===== config.mk =====
export PLATFORM = sky130hd
export DESIGN_NAME = if_fetch_ctrl_flat
export DESIGN_NICKNAME = d
export VERILOG_FILES = /design/src/rtl/if_fetch_ctrl_if.sv /design/src/rtl/if_fetch_ctrl.sv /design/src/flat_wrapper.sv
export SDC_FILE = /design/constraint.sdc
export NUM_CORES = 1
export LEC_CHECK = 0
export ABC_AREA = 0
export CORE_ASPECT_RATIO = 2
export CORE_MARGIN = 2
export CORE_UTILIZATION = 54
export CTS_CLUSTER_SIZE = 14
export DETAILED_ROUTE_END_ITERATION = 10
export GPL_ROUTABILITY_DRIVEN = 0
export HOLD_SLACK_MARGIN = 0.08
export PLACE_DENSITY = 0.81
export REMOVE_ABC_BUFFERS = 1
export SYNTH_ARGS = -nofsm -noshare
export SYNTH_HDL_FRONTEND = slang
export SYNTH_SLANG_ARGS = --single-unit

===== constraint.sdc =====
create_clock -name clk -period 2.33 [get_ports clk]
set_input_delay 0.3495 -clock clk [delete_from_list [all_inputs] [get_ports clk]]
set_output_delay 0.3495 -clock clk [all_outputs]
set_load 0.005 [all_outputs]

===== src/rtl/if_fetch_ctrl_if.sv =====
// Instruction-memory request/ack port between the fetch sequencer (master) and memory (slave).
interface if_fetch_ctrl_if #(
  parameter int unsigned ADDR_W = 32,
  parameter int unsigned DATA_W = 32
) ();
  logic              imem_req_o;
  logic [ADDR_W-1:0] imem_addr_o;
  logic              imem_ack_i;
  logic [DATA_W-1:0] imem_rdata_i;

  modport master (
    output imem_req_o,
    output imem_addr_o,
    input  imem_ack_i,
    input  imem_rdata_i
  );

  modport slave (
    input  imem_req_o,
    input  imem_addr_o,
    output imem_ack_i,
    output imem_rdata_i
  );
endinterface


===== src/rtl/if_fetch_ctrl.sv =====
// IF-stage fetch sequencer: owns the fetch PC, issues one outstanding imem request at a time,
// and presents words to ID through an output register backed by a single skid entry.
module if_fetch_ctrl #(
  parameter int unsigned       ADDR_W   = 32,
  parameter int unsigned       DATA_W   = 32,
  parameter logic [ADDR_W-1:0] RESET_PC = '0
) (
  input  logic               clk,
  input  logic               rst_n,
  input  logic               stall_i,
  input  logic               branch_i,
  input  logic [ADDR_W-1:0]  branch_target_i,
  if_fetch_ctrl_if.master    imem,
  output logic               if_valid_o,
  output logic [ADDR_W-1:0]  if_pc_o,
  output logic [DATA_W-1:0]  if_instr_o,
  output logic [15:0]        bubble_cnt_o
);

  localparam int unsigned CNT_W = 16;

  typedef enum logic [1:0] {
    S_BOOT,
    S_FETCH,
    S_HOLD
  } state_e;

  state_e             state_q,      state_d;
  logic [ADDR_W-1:0]  fetch_pc_q,   fetch_pc_d;
  logic [ADDR_W-1:0]  req_addr_q,   req_addr_d;
  logic               req_q,        req_d;
  logic               drop_q,       drop_d;
  logic               out_valid_q,  out_valid_d;
  logic [ADDR_W-1:0]  out_pc_q,     out_pc_d;
  logic [DATA_W-1:0]  out_instr_q,  out_instr_d;
  logic               skid_valid_q, skid_valid_d;
  logic [ADDR_W-1:0]  skid_pc_q,    skid_pc_d;
  logic [DATA_W-1:0]  skid_instr_q, skid_instr_d;
  logic [CNT_W-1:0]   bubble_q,     bubble_d;

  logic [ADDR_W-1:0]  target_c;
  logic [ADDR_W-1:0]  pc_inc_c;
  logic               ack_c;
  logic               out_free_c;

  assign target_c   = branch_target_i & ~ADDR_W'(3);
  assign pc_inc_c   = fetch_pc_q + ADDR_W'(4);
  assign ack_c      = req_q & imem.imem_ack_i;
  assign out_free_c = !out_valid_q || !stall_i;

  // Next-state and next-output logic; redirect overrides everything at the end.
  always_comb begin
    state_d      = state_q;
    fetch_pc_d   = fetch_pc_q;
    req_addr_d   = req_addr_q;
    req_d        = req_q;
    drop_d       = drop_q;
    out_valid_d  = out_valid_q;
    out_pc_d     = out_pc_q;
    out_instr_d  = out_instr_q;
    skid_valid_d = skid_valid_q;
    skid_pc_d    = skid_pc_q;
    skid_instr_d = skid_instr_q;
    bubble_d     = (!out_valid_q && (bubble_q != '1)) ? bubble_q + CNT_W'(1) : bubble_q;

    if (!stall_i) out_valid_d = 1'b0;

    unique case (state_q)
      S_BOOT: begin
        state_d    = S_FETCH;
        req_d      = 1'b1;
        fetch_pc_d = branch_i ? target_c : fetch_pc_q;
        req_addr_d = branch_i ? target_c : fetch_pc_q;
      end
      S_FETCH: begin
        if (ack_c) begin
          if (drop_q || branch_i) begin
            drop_d     = 1'b0;
            fetch_pc_d = branch_i ? target_c : fetch_pc_q;
            req_addr_d = branch_i ? target_c : fetch_pc_q;
          end else if (out_free_c) begin
            out_valid_d = 1'b1;
            out_pc_d    = req_addr_q;
            out_instr_d = imem.imem_rdata_i;
            fetch_pc_d  = pc_inc_c;
            req_addr_d  = pc_inc_c;
          end else begin
            skid_valid_d = 1'b1;
            skid_pc_d    = req_addr_q;
            skid_instr_d = imem.imem_rdata_i;
            fetch_pc_d   = pc_inc_c;
            req_addr_d   = pc_inc_c;
            req_d        = 1'b0;
            state_d      = S_HOLD;
          end
        end else if (branch_i) begin
          // request stays on the bus; its data is discarded when it finally acks
          drop_d     = 1'b1;
          fetch_pc_d = target_c;
        end
      end
      S_HOLD: begin
        if (branch_i) begin
          state_d    = S_FETCH;
          req_d      = 1'b1;
          fetch_pc_d = target_c;
          req_addr_d = target_c;
        end else if (!stall_i) begin
          out_valid_d  = skid_valid_q;
          out_pc_d     = skid_pc_q;
          out_instr_d  = skid_instr_q;
          skid_valid_d = 1'b0;
          state_d      = S_FETCH;
          req_d        = 1'b1;
          req_addr_d   = fetch_pc_q;
        end
      end
      default: begin
        state_d = S_BOOT;
        req_d   = 1'b0;
      end
    endcase

    if (branch_i) begin
      out_valid_d  = 1'b0;
      skid_valid_d = 1'b0;
    end
  end

  always_ff @(posedge clk or negedge rst_n) begin
    if (!rst_n) begin
      state_q      <= S_BOOT;
      fetch_pc_q   <= RESET_PC;
      req_addr_q   <= RESET_PC;
      req_q        <= 1'b0;
      drop_q       <= 1'b0;
      out_valid_q  <= 1'b0;
      out_pc_q     <= '0;
      out_instr_q  <= '0;
      skid_valid_q <= 1'b0;
      skid_pc_q    <= '0;
      skid_instr_q <= '0;
      bubble_q     <= '0;
    end else begin
      state_q      <= state_d;
      fetch_pc_q   <= fetch_pc_d;
      req_addr_q   <= req_addr_d;
      req_q        <= req_d;
      drop_q       <= drop_d;
      out_valid_q  <= out_valid_d;
      out_pc_q     <= out_pc_d;
      out_instr_q  <= out_instr_d;
      skid_valid_q <= skid_valid_d;
      skid_pc_q    <= skid_pc_d;
      skid_instr_q <= skid_instr_d;
      bubble_q     <= bubble_d;
    end
  end

  assign imem.imem_req_o  = req_q;
  assign imem.imem_addr_o = req_addr_q;
  assign if_valid_o       = out_valid_q;
  assign if_pc_o          = out_pc_q;
  assign if_instr_o       = out_instr_q;
  assign bubble_cnt_o     = bubble_q;

endmodule


===== src/flat_wrapper.sv =====
// flat-port wrapper written by rule: the top's interface ports become plain ports
module if_fetch_ctrl_flat 
#(
  parameter int unsigned       ADDR_W   = 32,
  parameter int unsigned       DATA_W   = 32,
  parameter logic [ADDR_W-1:0] RESET_PC = '0
)
  (clk, rst_n, stall_i, branch_i, branch_target_i, if_valid_o, if_pc_o, if_instr_o, bubble_cnt_o, imem_imem_req_o, imem_imem_addr_o, imem_imem_ack_i, imem_imem_rdata_i);
  if_fetch_ctrl_if #(.ADDR_W(ADDR_W), .DATA_W(DATA_W)) imem_i ();
  input  logic clk;
  input  logic rst_n;
  input  logic stall_i;
  input  logic branch_i;
  input  logic [ADDR_W-1:0] branch_target_i;
  output logic if_valid_o;
  output logic [ADDR_W-1:0] if_pc_o;
  output logic [DATA_W-1:0] if_instr_o;
  output logic [15:0] bubble_cnt_o;
  output wire logic [$bits(imem_i.imem_req_o)-1:0] imem_imem_req_o;
  output wire logic [$bits(imem_i.imem_addr_o)-1:0] imem_imem_addr_o;
  input wire logic [$bits(imem_i.imem_ack_i)-1:0] imem_imem_ack_i;
  input wire logic [$bits(imem_i.imem_rdata_i)-1:0] imem_imem_rdata_i;
  assign imem_imem_req_o = imem_i.imem_req_o;
  assign imem_imem_addr_o = imem_i.imem_addr_o;
  assign imem_i.imem_ack_i = imem_imem_ack_i;
  assign imem_i.imem_rdata_i = imem_imem_rdata_i;
  if_fetch_ctrl #(.ADDR_W(ADDR_W), .DATA_W(DATA_W), .RESET_PC(RESET_PC)) u_core (.clk(clk), .rst_n(rst_n), .stall_i(stall_i), .branch_i(branch_i), .branch_target_i(branch_target_i), .imem(imem_i), .if_valid_o(if_valid_o), .if_pc_o(if_pc_o), .if_instr_o(if_instr_o), .bubble_cnt_o(bubble_cnt_o));
endmodule

==> results of run 1 <==
cells in the final DEF (no fill, tap or decap), drive strengths merged, types with 25 or more instances in the layout:
cell type        n
dfrtp          214
mux2           197
clkdlybuf4s50  178
nand2           66
buf             65
o21ai           64
a21oi           46
nor2            37
nand3           28
clkbuf          28
nor3            25
sequential cells by signal, summed over array words and instances (netlist names):
signal,count
u_core.bubble_cnt_o,16
u_core.drop_q,1
u_core.fetch_pc_q,32
u_core.if_instr_o,32
u_core.if_pc_o,32
u_core.if_valid_o,1
u_core.imem.imem_addr_o,32
u_core.imem.imem_req_o,1
u_core.skid_instr_q,32
u_core.skid_pc_q,32
u_core.skid_valid_q,1
u_core.state_q,2
per-stage QoR:
step | area, um2 | utilization [%] | worst slack [ns]
global route | 13800 | 70.2 | -0.0119
finish | 13800 | 70.2 | 0.0522
detailed placement | 13200 | 66.7 | -0.0984
global placement | 13200 | 66.7 | -0.0687
floorplan | 10500 | - | -2.24
CTS | 13800 | 69.8 | 0.0432
layout make-up:
cell class	count	area (um2)	share of cell area, %
diodes	2	5.00	0.0361
clock buffers	27	578	4.17
clock inverters	4	23.8	0.172
inverters	14	52.6	0.379
multi-input cells	660	5110	36.9
flip-flops and latches	214	5360	38.7
well taps	262	328	2.37
repair buffers	245	2400	17.3
cells in the mapped netlist, types with 7 or more instances:
| cell | count |
|---|---|
| xor2_1 | 10 |
| a21oi_1 | 46 |
| and4_1 | 7 |
| nand4_1 | 19 |
| a22oi_1 | 7 |
| nor3_1 | 24 |
| nor2_1 | 37 |
| nor4_1 | 13 |
| mux2i_1 | 16 |
| nand2_1 | 66 |
| inv_1 | 14 |
| mux2_2 | 197 |
| o21ai_0 | 62 |
| xnor2_1 | 20 |
| nand3_1 | 28 |
| dfrtp_1 | 214 |
| buf_2 | 21 |
| clkbuf_1 | 40 |
| and3_1 | 10 |
cells by family after synthesis:
kind of cell | after synthesis | share of synthesized area, %
DFF | 214 | 49.8
adders and majority gates | 6 | 0.699
muxes | 213 | 22.1
xor gates and xnor gates | 30 | 2.45
buffers and inverters | 83 | 3.19
and+or+nand+nor | 233 | 11.3
AOI/OAI and AO/OA | 178 | 10.4
power groups by stage:
stage          registers, mW  clock network, mW  logic [mW]
6_report                6.06               3.10        7.02
5_1_grt                 6.21               3.29        7.58
4_1_cts                 6.03               3.16        6.86
3_5_place_dp            6.08                  0        6.82
3_3_place_gp            6.01                  0        6.62
2_1_floorplan           5.87                  0        3.43
metal layers:
metal | global-route usage [%] | part of all wire (%)
met5 | 0 | 0
met3 | 3.10 | 4.5
met4 | 13.2 | 5.1
met2 | 51.4 | 55
met1 | 29.3 | 35
path summary, 6_finish.rpt:
check                      slack, ns                     endpoint  depth (start not counted)
setup reg to reg                0.05  u_core.imem.imem_addr_o[25]                          9
setup / recovery                0.05  u_core.imem.imem_addr_o[25]                          9
min in group asynchronous       0.43          u_core.skid_valid_q                          2
hold / removal                  0.14            u_core.if_valid_o                          2
max in group asynchronous       1.15        u_core.if_instr_o[22]                          3
hold reg to reg                 0.50      u_core.bubble_cnt_o[11]                          1
worst register-to-register path, stage by stage (launching register included):
cell and delay (ns):
dfrtp_1 0.41, inv_2 0.08, ha_4 0.19, buf_4 0.17
and3b_1 0.24, buf_4 0.17, a211oi_4 0.32, buf_2 0.32
o21a_1 0.16, a32o_1 0.15
what timing repair did:
item                                   CTS  global route
endpoints found under the hold margin   73             0
setup endpoints to repair                0            49
resized for setup                        0            13
hold buffers                             1             0
==> flow_summary.toml, run 1 <==
[min_path]
holdCritPathClass = "in2reg"
min_from = "branch_i"

[floorplan]
die_h_um = 203
dieArea_mm2 = 0.0211
core-area_mm2 = 0.0197
die_w_um = 104
rows = 73
initial_core_util_pct = 54.5
io_pins = 183

[cts]
clock_latency_ns = 0.49
postCtsSetupBuffers = 0
cts_max_path_buffers = 3
htreeDepth = 1
cts_root_buf = "clkbuf_16"
cts_tree = "done"
cts_sinks = 214
numCtsBuffers = 20
clk_pin_slew_ns = 0.06

[timing]
drv_slew = 0
fin_crit_ns = 2.28
hold_viol = 0
period_share_pct = 97.8
relSlewSlack_pct = 48.1
hold_slack_ns = 0.144
skew_ns = 0.0141
setup_viol = 0
final.setup.tns_ns = 0
fmax_mhz = 439
max_slew.worst_pin.slew_ns = 0.773

[final_layout]
final_cells = 1428
area_growth_pct = 28.9
fillCellCount = 1498
drive_gt1_share_pct = 26.5
layout.nets = 1230

[logic_synthesis]
async_flop_share_pct = 100
synth_area_leader_cell = "dfrtp_1"
syn_avg_cell_area_um2 = 11.2
ys_seq_elements = 214
synthTopCellsByArea = "dfrtp_1 (50%), mux2_2 (21%), o21ai_0 (2.9%)"
yosysWarnings = 0
synth_top_area_share_pct = 49.8
syn_inst = 957
synth_cell_types = 64
synth_enable_flop_cells = 0
synth_area_mm2 = 0.0107
ys.flop_type = "dfrtp_1"
yosysSeqAreaShare_pct = 49.8

[setup_path]
arrival_ns = 2.71
path_buf_inv = 4
cp-startpoint = "u_core.state_q[0]"
crit_path_end_kind = "register"
crit_fanout = 8
cp_slowest_cell = "dfrtp_1"
reg2reg_from = "u_core.state_q[0]"
path_delay_family = "buffers and inverters"
path_cells = "inv_2, ha_4, buf_4, and3b_1, buf_4, a211oi_4, buf_2, o21a_1, a32o_1"
crit_top_cell = "buf_4"
path_class = "reg2reg"
slowest_delay_ns = 0.41
critPathRequiredTime_ns = 2.76
start_kind = "register"

[drt]
via_count = 8599
drt-vias-per-instance = 6.02
drc = 0
drt_iter0_drc = 594
antenna_left = 0
drtPass1Iterations = 7
post_drt_wl_per_cell_um = 20.6
postRouteWirelength_um = 29400

[grt]
grt_usage_pct = 26.9
grt_pass1_wl_um = 46100
antenna_found_initial = 2
grt_max_degree = 78
overflow = 0
grt_pass1_vias = 8865

[flow_run]
drv_cap = 0

[placed_design]
dpl.hpwl_um = 20200
port_buffers = 180
dp.cells = 1392

[pwr]
ir_worst_vdd_mv = 0.898
leakagePower_nw = 5.97
power.density_mw_per_mm2 = 1170
seq_power_share_pct = 37.4
swShare_pct = 34.1
total_power_mw = 16.2
internal_power_mw = 10.7
clkPwrFrac_pct = 19.2
p_comb_share_pct = 43.4
switchingPower_mw = 5.51

[status]
outcome = "completed"
No activity file was read; power rests on OpenSTA's default activity.
==> run 2, diff against run 1 <==
MAX_ROUTING_LAYER = met4   (was default)
TNS_END_PERCENT = 1   (was default)
==> run 2 against run 1 <==
  * Sequential share of layout area increased by 0.066 points
  * Sequential power about the same
  * Final cell count about the same
  * Global-route usage increased by 0.79 points
  * Critical path depth increased by 1
  * Combinational power decreased by 1%
  * Clock power about the same
  * Count of clock-buffer cells in the layout unchanged
  * Worst hold slack about the same
  * Core utilization decreased by 0.12 points
  * Fmax increased by 0.77%
==> flow_summary.toml, run 2 (same netlist as run 1, synthesis figures left out) <==
[pwr]
total_power_mw = 16.1
power.density_mw_per_mm2 = 1160
ir_worst_vdd_mv = 0.890
leakagePower_nw = 5.96

[status]
outcome = "completed"

[final_layout]
layout.nets = 1229
final_common_cell = "dfrtp_1"
area_growth_pct = 28.7
final_cell_mix = "dfrtp_1 (214), mux2_2 (197), clkdlybuf4s50_1 (178)"
drive_gt1_share_pct = 26.3

[grt]
grt_max_degree = 78
overflow = 0
grt_usage_pct = 27.7
antenna_found_initial = 2
grt_pass1_wl_um = 46000
grt_pass1_vias = 8876

[timing]
hold_viol = 0
drv_slew = 0
setup_viol = 0
rsz0062_at_grt = "yes"
max_slew.worst_pin.slew_ns = 0.760
relSlewSlack_pct = 49.0
skew_ns = 0.0156
fin_ws_ns = 0.0695
fmax_mhz = 442
period_share_pct = 97.0
fin_crit_ns = 2.26

[setup_path]
endpoint = "u_core.imem.imem_addr_o[23]"
cp-startpoint = "u_core.state_q[0]"
arrival_ns = 2.69
rrSetupSlack_ns = 0.07
path_cells = "inv_1, ha_4, buf_4, and3b_1, buf_4, a211oi_4, buf_6, o21ai_0, a31oi_1, a22o_1"
reg2reg_depth = 10
start_kind = "register"
cp_slowest_cell = "dfrtp_1"
slowest_delay_ns = 0.39
crit_top_cell = "buf_4"
path_class = "reg2reg"
crit_fanout = 8
crit_path_end_kind = "register"
r2r-end = "u_core.imem.imem_addr_o[23]"
critPathRequiredTime_ns = 2.76
reg2reg_from = "u_core.state_q[0]"

[drt]
drt_iter0_drc = 605
drtPass1Iterations = 7
post_drt_wl_per_cell_um = 20.3
antenna_left = 0
via_count = 8569
postRouteWirelength_um = 29000
drc = 0
drt-vias-per-instance = 6.00

[cts]
clk_pin_slew_ns = 0.06
numCtsBuffers = 20
postCtsSetupBuffers = 0
cts_sinks = 214
cts_root_buf = "clkbuf_16"
cts_tree = "done"
htreeDepth = 1
cts_max_path_buffers = 3
clock_latency_ns = 0.50

[placed_design]
dpl.hpwl_um = 20200
place_ws_ns = -0.0984
port_buffers = 180

[floorplan]
die_h_um = 203
dieArea_mm2 = 0.0211
die_w_um = 104
io_pins = 183
core-area_mm2 = 0.0197
initial_core_util_pct = 54.5
rows = 73

[min_path]
holdCritPathClass = "in2reg"
holdPathStages = 2

[flow_run]
drv_cap = 0
run 2: cell count changes in the layout (fill, tap and decap cells not counted):
cell	change
ha_1	+1
ha_2	-1
nor3_1	-1
inv_1	+1
buf_2	-1
nor3_2	+1
a21oi_1	+1
clkbuf_4	+1
clkbuf_16	-1
a21oi_2	-1
inv_2	-1
run 2: how the worst min path moves through the flow:
stage / startpoint / to / slack, ns
2_1_floorplan: rst_n / u_core.bubble_cnt_o[0] / 0.05
3_3_place_gp: rst_n / u_core.skid_valid_q / 0.37
3_5_place_dp: rst_n / u_core.skid_valid_q / 0.37
4_1_cts: branch_i / u_core.if_valid_o / 0.13
5_1_grt: branch_i / u_core.skid_valid_q / 0.15
6_report: branch_i / u_core.if_valid_o / 0.14
run 2: stage by stage:
stage	hold WS [ns]	cells	util (%)	setup TNS [ns]	area, um2
4_1_cts	0.127	1424	69.8	0	13800
5_1_grt	0.155	1427	70.1	-0.00954	13800
2_1_floorplan	0.0539	888	-	-321.67	10500
3_5_place_dp	0.371	1392	66.7	-4.67	13200
3_3_place_gp	0.373	1392	66.7	-2.30	13200
6_report	0.143	1427	70.1	0	13800
run 2: area by class of cell:
cell class	instances	area (um2)
Inverter	14	52.6
Multi-Input combinational cell	660	5110
Antenna cell	2	5.00
Clock buffer	27	578
Fill cell	1503	5900
Timing Repair Buffer	244	2380
Sequential cell	214	5360
Clock inverter	4	23.8
Tap cell	262	328
run 2: per-layer routing:
metal	global-route usage [%]	routed length [um]
met1	29.1	10300
met2	51.6	15900
met3	2.97	1340
met4	13.4	1360
met5	-	0
run 2: where the power goes:
group	leakage, nW	internal, mW	switching [mW]
Sequential	2.73	4.89	1.16
Clock	0.300	1.73	1.37
Combinational	2.93	4.03	2.93
run 2: timing repair:
action                                  in CTS  in global routing
endpoints found under the setup margin       0                 49
resized for setup                            0                 12
hold endpoints to repair                    73                  0
hold buffers                                 1                  0
run 2: worst max-delay path: cells and delay by family, from the launching register on:
kind / cells / cell delay (ns)
AO/OA/AOI/OAI: 4 / 0.70
adder cells (fa/ha/maj): 1 / 0.20
buffers and inverters: 4 / 0.66
AND/OR/NAND/NOR: 1 / 0.24
flip-flops: 1 / 0.39
==> run 3, diff against run 2 <==
CORE_MARGIN = 3   (was 2)
CORE_UTILIZATION = 55   (was 54)
PLACE_DENSITY = 0.82   (was 0.81)
clock period = 2.6 ns   (was 2.33 ns; I/O delays follow)
==> run 3 against run 2 <==
  * Flip-flop and latch count unchanged
  * Sequential share of layout area is 0.52 points higher
  * Non-clock buffer count fell by 29
  * Worst setup slack better by 0.11 ns
  * Cell area decreased by 1.3%
  * Global-route usage decreased by 1.0 points
  * Die area is 1.1% higher
  * Count of clock-buffer cells in the layout rose by 4
  * Routed wire length fell by 4.3%
  * Critical path depth shrank 5
==> flow_summary.toml, run 3 (same netlist as run 1, synthesis figures left out) <==
[grt]
grt_usage_pct = 26.7
grt_max_degree = 80
antenna_found_initial = 0
overflow = 0
grt_pass1_wl_um = 45300
grt_pass1_vias = 8792

[final_layout]
fillCellCount = 1450
area_growth_pct = 27.0
drive_gt1_share_pct = 24.2
multi_input_area_mm2 = 0.00508
final_common_cell = "dfrtp_1"
layout.nets = 1200
ff_latch_area_mm2 = 0.00536
design_area_mm2 = 0.0136
diodes = 0
final_cells = 1391
final_cell_mix = "dfrtp_1 (214), mux2_2 (197), clkdlybuf4s50_1 (178)"

[flow_run]
drv_cap = 0

[floorplan]
core-area_mm2 = 0.0190
die_h_um = 204
dieArea_mm2 = 0.0213
io_pins = 183
rows = 71
die_w_um = 105
initial_core_util_pct = 56.5

[timing]
fmax_mhz = 413
drv_slew = 0
skew_ns = 0.00832
period_share_pct = 93.0
fin_crit_ns = 2.42
rsz0062_at_grt = "no"
relSlewSlack_pct = 52.2
max_slew.worst_pin.slew_ns = 0.712
setup_viol = 0
hold_viol = 0

[min_path]
holdPathStages = 2
min_from = "branch_i"
holdPathEnd = "u_core.skid_valid_q"
holdCritPathClass = "in2reg"

[pwr]
ir_worst_vdd_mv = 0.762
leakagePower_nw = 5.85
power.density_mw_per_mm2 = 1050

[drt]
drc = 0
via_count = 8423
antenna_left = 0
drtPass1Iterations = 5
drt-vias-per-instance = 6.06
drt_iter0_drc = 643
post_drt_wl_per_cell_um = 19.9
postRouteWirelength_um = 27700

[cts]
cts_max_path_buffers = 3
clk_pin_slew_ns = 0.06
numCtsBuffers = 20
postCtsSetupBuffers = 0
cts_root_buf = "clkbuf_16"
clock_latency_ns = 0.49
cts_sinks = 214
htreeDepth = 1
cts_tree = "done"

[setup_path]
critPathRequiredTime_ns = 3.01
reg2reg_from = "u_core.fetch_pc_q[6]"
crit_fanout = 11
reg2reg_depth = 5
path_class = "reg2reg"
r2r-end = "u_core.imem.imem_addr_o[15]"
rrSetupSlack_ns = 0.18
start_kind = "register"
arrival_ns = 2.83
crit_path_end_kind = "register"

[placed_design]
place_area_mm2 = 0.0129
port_buffers = 180
dpl.hpwl_um = 19700
dp.cells = 1357

[status]
outcome = "completed"
==> run 3: changes by cell type in the layout (fill, tap and decap cells not counted), moves of 2 or more <==
cell,previous run,this run
buf_4,54,27
diode_2,2,0
clkbuf_8,3,6
clkinv_2,3,0
bufinv_16,0,2
==> run 3: worst max path at each step <==
stage / end / cells after the start / slack, ns / from
floorplan: u_core.if_instr_o[0] / 6 / -1.97 / u_core.state_q[0]
global placement: u_core.if_instr_o[7] / 7 / 0.16 / imem_imem_ack_i
detailed placement: u_core.if_pc_o[25] / 7 / 0.12 / imem_imem_ack_i
CTS: u_core.fetch_pc_q[18] / 6 / 0.14 / u_core.fetch_pc_q[2]
global route: u_core.imem.imem_addr_o[15] / 5 / 0.08 / u_core.fetch_pc_q[6]
finish: u_core.imem.imem_addr_o[15] / 5 / 0.18 / u_core.fetch_pc_q[6]
==> run 3: per-layer routing <==
metal | vias to the layer above | track usage [%] | wire, um
li1 | 3833 | - | -
met1 | 4180 | 28.6 | 9940
met2 | 304 | 49.4 | 15400
met3 | 106 | 3.23 | 1250
met4 | 0 | 11.0 | 1150
met5 | - | - | 0
==> run 3: worst max-delay path, cell delays in order, from the launching register on <==
cell and delay [ns]:
dfrtp_1 0.51, nand4_1 0.35, nor3_1 0.59, nand3_1 0.28, or3_1 0.41, a41oi_1 0.20
==> run 3: what timing repair did <==
action,CTS,global route
endpoints found under the hold margin,74,0
resized for setup,0,3
hold buffers,1,0
setup endpoints to repair,0,8
==> run 3: layout make-up <==
class                           instances  share of cell area, %
Inverter                               14                  0.385
Clock buffer                           31                   4.57
Sequential cell                       214                   39.2
Clock inverter                          2                  0.440
Tap cell                              255                   2.34
Multi-Input combinational cell        660                   37.2
Timing Repair Buffer                  215                   15.8
==> run 3: through the flow <==
stage / setup TNS [ns] / utilization (%) / setup slack (ns) / total power, mW / hold slack [ns]
floorplan: -269.02 / - / -1.97 / 8.34 / 0.0944
global placement: 0 / 68.0 / 0.164 / 11.1 / 0.413
detailed placement: 0 / 68.0 / 0.120 / 11.4 / 0.415
CTS: 0 / 71.7 / 0.142 / 14.5 / 0.210
global route: 0 / 71.8 / 0.0814 / 15.2 / 0.235
finish: 0 / 71.8 / 0.181 / 14.4 / 0.216
==> run 3: report_power, final <==
part | total (mW) | leakage, nW | internal, mW | switching, mW
combinational | 5.87 | 2.78 | 3.41 | 2.46
clock | 3.07 | 0.335 | 1.84 | 1.24
sequential | 5.42 | 2.73 | 4.38 | 1.04
total | 14.4 | 5.85 | 9.62 | 4.74
